File: config.mk
export PLATFORM = sky130hd
export DESIGN_NAME = seg_scan_ctrl
export DESIGN_NICKNAME = d
export VERILOG_FILES = /design/src/rtl/seg_scan_ctrl.sv
export SDC_FILE = /design/constraint.sdc
export NUM_CORES = 1
export LEC_CHECK = 0
export BUFFER_PORTS_ARGS = -buffer_cell sky130_fd_sc_hd__buf_2
export CAP_MARGIN = 40
export CORE_MARGIN = 2
export CORE_UTILIZATION = 40
export DETAILED_ROUTE_END_ITERATION = 8
export GPL_ROUTABILITY_DRIVEN = 0
export GPL_TIMING_DRIVEN = 0
export PLACE_DENSITY_LB_ADDON = 0.1
export SYNTH_ARGS = -nofsm -noshare
export SYNTH_HDL_FRONTEND = slang
export SYNTH_SLANG_ARGS = --single-unit
File: constraint.sdc
create_clock -name clk -period 2.6 [get_ports clk]
set_input_delay 0.65 -clock clk [delete_from_list [all_inputs] [get_ports clk]]
set_output_delay 0.65 -clock clk [all_outputs]
set_load 0.05 [all_outputs]
File: src/rtl/seg_scan_ctrl.sv
// Four-digit multiplexed seven-segment scan controller with blanking gaps,
// leading-zero suppression and a frame-synchronous load/ack handshake.
module seg_scan_ctrl #(
    parameter int unsigned SCAN_DIV  = 12500,
    parameter int unsigned BLANK_CYC = 250
) (
    input  logic        clk,
    input  logic        rst,
    input  logic [15:0] value_in,
    input  logic [3:0]  dp_in,
    input  logic        lzb,
    input  logic        enable,
    input  logic        load,
    output logic        load_ack,
    output logic [6:0]  led_out,
    output logic        dp_out,
    output logic [3:0]  dig_en_n,
    output logic        frame_start
);

    localparam logic [0:0] StBlank = 1'b0;
    localparam logic [0:0] StDrive = 1'b1;
    localparam logic [15:0] CntLast  = 16'(SCAN_DIV - 1);
    localparam logic [15:0] CntBlank = 16'(BLANK_CYC);

    logic [15:0] cnt_q, cnt_d;
    logic [1:0]  idx_q, idx_d;
    logic [0:0]  state_q, state_d;
    logic [15:0] pending_q, pending_d, shadow_q, shadow_d;
    logic [3:0]  pend_dp_q, pend_dp_d, shadow_dp_q, shadow_dp_d;
    logic        pend_v_q, pend_v_d;
    logic        slot_end, wrap;
    logic [3:0]  nib;
    logic        sup;
    logic [6:0]  led_d;
    logic        dp_d;
    logic [3:0]  dig_d;

    function automatic logic [6:0] hex2seg(input logic [3:0] h);
        case (h)
            4'h0: hex2seg = 7'h40;
            4'h1: hex2seg = 7'h79;
            4'h2: hex2seg = 7'h24;
            4'h3: hex2seg = 7'h30;
            4'h4: hex2seg = 7'h19;
            4'h5: hex2seg = 7'h12;
            4'h6: hex2seg = 7'h02;
            4'h7: hex2seg = 7'h78;
            4'h8: hex2seg = 7'h00;
            4'h9: hex2seg = 7'h10;
            4'hA: hex2seg = 7'h08;
            4'hB: hex2seg = 7'h03;
            4'hC: hex2seg = 7'h46;
            4'hD: hex2seg = 7'h21;
            4'hE: hex2seg = 7'h06;
            default: hex2seg = 7'h0E;
        endcase
    endfunction

    always_comb begin
        slot_end = (cnt_q == CntLast);
        wrap     = slot_end && (idx_q == 2'd3);
        cnt_d    = slot_end ? 16'd0 : cnt_q + 16'd1;
        idx_d    = slot_end ? idx_q + 2'd1 : idx_q;
        state_d  = (cnt_d >= CntBlank) ? StDrive : StBlank;

        // Transfer happens on the old pend_v, so a load on the wrap cycle waits a frame.
        shadow_d    = shadow_q;
        shadow_dp_d = shadow_dp_q;
        pend_v_d    = pend_v_q;
        pending_d   = pending_q;
        pend_dp_d   = pend_dp_q;
        if (wrap && pend_v_q) begin
            shadow_d    = pending_q;
            shadow_dp_d = pend_dp_q;
            pend_v_d    = 1'b0;
        end
        if (load) begin
            pending_d = value_in;
            pend_dp_d = dp_in;
            pend_v_d  = 1'b1;
        end

        nib = 4'h0;
        sup = 1'b0;
        case (idx_q)
            2'd0: nib = shadow_q[3:0];
            2'd1: begin
                nib = shadow_q[7:4];
                sup = lzb && (shadow_q[15:4] == 12'h000);
            end
            2'd2: begin
                nib = shadow_q[11:8];
                sup = lzb && (shadow_q[15:8] == 8'h00);
            end
            default: begin
                nib = shadow_q[15:12];
                sup = lzb && (shadow_q[15:12] == 4'h0);
            end
        endcase

        led_d = 7'h7F;
        dp_d  = 1'b1;
        dig_d = 4'hF;
        if (enable && (state_q == StDrive)) begin
            dig_d        = 4'hF;
            dig_d[idx_q] = 1'b0;
            led_d        = sup ? 7'h7F : hex2seg(nib);
            dp_d         = ~shadow_dp_q[idx_q];
        end
    end

    always_ff @(posedge clk) begin
        if (rst) begin
            cnt_q       <= '0;
            idx_q       <= '0;
            state_q     <= StBlank;
            pending_q   <= '0;
            pend_dp_q   <= '0;
            pend_v_q    <= 1'b0;
            shadow_q    <= '0;
            shadow_dp_q <= '0;
            led_out     <= 7'h7F;
            dp_out      <= 1'b1;
            dig_en_n    <= 4'hF;
            frame_start <= 1'b0;
            load_ack    <= 1'b0;
        end else begin
            cnt_q       <= cnt_d;
            idx_q       <= idx_d;
            state_q     <= state_d;
            pending_q   <= pending_d;
            pend_dp_q   <= pend_dp_d;
            pend_v_q    <= pend_v_d;
            shadow_q    <= shadow_d;
            shadow_dp_q <= shadow_dp_d;
            led_out     <= led_d;
            dp_out      <= dp_d;
            dig_en_n    <= dig_d;
            frame_start <= wrap;
            load_ack    <= wrap && pend_v_q;
        end
    end

endmodule

==> results by group <==
Status
  • Outcome: complete, no violations

Clock network
  • H-tree depth: 3
  • Clock root buffer: clkbuf_8
  • Later-pin clock latency in the skew report: 340 ps
  • CTS tree: done
  • # hold bufs at CTS: 0
  • Clock sink count: 74
  • Num CTS Buffers: 9
  • Clk slew on worst S/H paths: 80 ps
  • Maximum clock path buffer count: 2

Layout
  • # fillers: 863
  • Diode count: 0
  • Final instance area: 0.004059 mm²
  • Number of nets in the layout: 464
  • Synthesis-to-finish area growth: 16.69%
  • Layout cells sized above 1: 25.87%

Timing
  • Fmax: 414.9 MHz
  • Fin. Hold Viols: 0
  • Slew headroom: 51.65%
  • Min cycle time layout: 2410 ps
  • Layout Skew: 6.691 ps
  • Final WS setup: 189.6 ps
  • Tcrit/Tclk final: 92.71%
  • Final setup viols: 0
  • Max Transition Viols Final: 0
  • Actual slew at the worst max-slew pin: 725.3 ps

Placement
  • Area after DPL: 0.003794 mm²
  • HPWL after detailed placement: 5.271 mm
  • Port bufs: 36
  • Pre-CTS WS: -138.2 ps

GRT
  • Vias in the first global route: 2538
  • Tot GR Track Use: 16.02%
  • Met1 Use GR: 22.07%
  • Gr busiest metal: met2
  • First-pass GRT wire length: 12.41 mm
  • Largest net degree at the start of global routing: 13
  • Initial antenna violation count: 0
  • Met3 Use GR: 3.741%
  • M2 GR Usage: 25.37%
  • GR Overflow Total: 0

Synth
  • Ys Warns: 0
  • FFs w/ async S/R, synth: 0%
  • Syn Nets: 415
  • Predominant post-synthesis flop cell: dfxtp_1
  • Syn avg cell area: 9.178 µm²
  • Synthesized flop and latch total: 74
  • Ranking of synthesized cells by area: dfxtp_1, mux2i_1, a21oi_2, nand2_1, nor2_1
  • Share of the synthesized area in the top cell type: 42.59%
  • Syn Inst Count: 379
  • Post-synth top cells: dfxtp_1, nand2_1, nor2_1
  • Yosys top cell by area: dfxtp_1
  • Seq/Total Area, Yosys: 42.59%
  • Post-synth EDFFs: 0
  • Synth cell types: 50
  • Synthesized area: 0.003478 mm²
  • Most instantiated library cell after synthesis: dfxtp_1

Setup path
  • Critical path class: reg -> reg
  • Max FO, Critical Path: 6
  • CP endpoint kind: flop
  • Critical Path RT: 2810 ps
  • Startpoint types: flop
  • Arrival time worst endpoint: 2620 ps

Drt
  • Starting DRC count in detailed routing: 59
  • DR WL/cell: 13.40 µm
  • Routed WL: 7.251 mm
  • Vias: 2716
  • First drt pass iteration count: 4
  • Antenna Violating Nets Remaining: 0
  • Via density: 5.020
  • Drt drc: 0

Die
  • Chip Width: 97.25 µm
  • Boundary Pins: 39
  • Die height: 97.25 µm
  • Core area: 0.008593 mm²
  • Starting density of the core: 40.48%
  • Full die area: 0.009458 mm²
  • Row cnt: 34

Pwr
  • Pwr Density: 556.2 mW/mm²
  • Peak supply drop: 0.2342 mV
  • P_leak: 0.001495 µW

Run
  • Max_cap viols: 0

Min path
  • Hold WC Path Type: reg -> reg
[state kept, by name (all words and copies together) (netlist names)]
| signal | count |
|---|---|
| shadow_q | 16 |
| shadow_dp_q | 4 |
| load_ack | 1 |
| frame_start | 1 |
| pend_dp_q | 4 |
| pending_q | 16 |
| state_q | 1 |
| led_out | 7 |
| idx_q | 2 |
| dp_out | 1 |
| pend_v_q | 1 |
| dig_en_n | 4 |
| cnt_q | 16 |
[critical path, stage by stage (launching register included)]
cell	delay (ps)
dfxtp_2	350
inv_1	110
ha_1	270
a222oi_1	150
mux2i_2	330
inv_1	150
ha_1	310
inv_1	40
mux4_2	430
nand2b_1	150
[final timing paths]
path	slack (ps)	end	cells past startpoint	startpoint
hold reg to reg	460	shadow_dp_q[1]	2	pend_dp_q[1]
hold / removal	460	shadow_dp_q[1]	2	pend_dp_q[1]
setup / recovery	190	led_out[3]	9	idx_q[1]
setup reg to reg	190	led_out[3]	9	idx_q[1]
[report_power, final]
part | leakage, µW | switching [µW] | internal [µW]
Sequential | 0.000603 | 18.5 | 1150
Combinational | 0.000781 | 54.2 | 43.0
Clock | 0.000111 | 417 | 570
Total | 0.00149 | 490 | 1770
[cells in the final DEF, fill, tap and decap left out, drive strengths merged, types with 2 or more instances in the layout]
cell / netlist / final
nand4: 6 / 6
nor3: 4 / 4
nand4b: 4 / 4
nor4: 5 / 5
nor2: 45 / 45
a211oi: 2 / 2
or2: 2 / 2
nand3: 7 / 7
mux4: 2 / 2
clkbuf: 13 / 23
dfxtp: 74 / 74
nand2b: 2 / 2
nand2: 60 / 60
nor2b: 4 / 4
a41oi: 2 / 2
buf: 14 / 54
and2: 3 / 3
and4: 3 / 3
ha: 11 / 11
bufinv: 0 / 2
or4b: 2 / 2
xor2: 9 / 9
a21oi: 26 / 26
inv: 13 / 14
a222oi: 4 / 4
xnor2: 6 / 6
a31oi: 2 / 2
and3: 2 / 2
o221ai: 4 / 4
mux2i: 27 / 27
o21ai: 8 / 8
or3: 3 / 3
[metal layers]
layer  wire [µm]  share of wire [%]
met1        3548                 49
met2        3367                 46
met3         256                3.5
met4          79                1.1
met5           0                  0
[timing repair]
item,in CTS,in global routing
cloned,0,0
endpoints found under the setup margin,15,22
pin swaps,2,2
resized for setup,4,4
setup buffers,0,4
[cell type report]
| class | instances | area, µm² | area share, % |
|---|---|---|---|
| sequential | 74 | 1486 | 36.62 |
| multi-input combinational | 265 | 1817 | 44.76 |
| inverter | 13 | 48.80 | 1.202 |
| tap | 108 | 135.1 | 3.329 |
| clock buffer | 12 | 145.1 | 3.576 |
| buffer | 25 | 142.6 | 3.514 |
| timing repair buffer | 40 | 210.2 | 5.179 |
| clock inverter | 4 | 73.82 | 1.819 |
[logic make-up after synthesis]
group	share of synthesized area [%]
fa+ha+maj	3.957
mux	9.388
compound gates	12.23
buf+inv	5.719
xor+xnor	3.777
flops	42.59
simple gates	22.34
[stage by stage]
stage | setup TNS, ps | hold WS [ps] | util [%] | power, µW | instances
2_1_floorplan | 0 | 437.1 | - | 1263 | 379
3_3_place_gp | -90.74 | 449.2 | 44.15 | 1298 | 523
3_5_place_dp | -427.2 | 451.1 | 44.15 | 1300 | 523
4_1_cts | 0 | 463.3 | 46.86 | 2298 | 538
5_1_grt | -4.924 | 482.4 | 47.23 | 2364 | 541
6_report | 0 | 460.9 | 47.23 | 2258 | 541
Power figures use the tool's default switching activity.
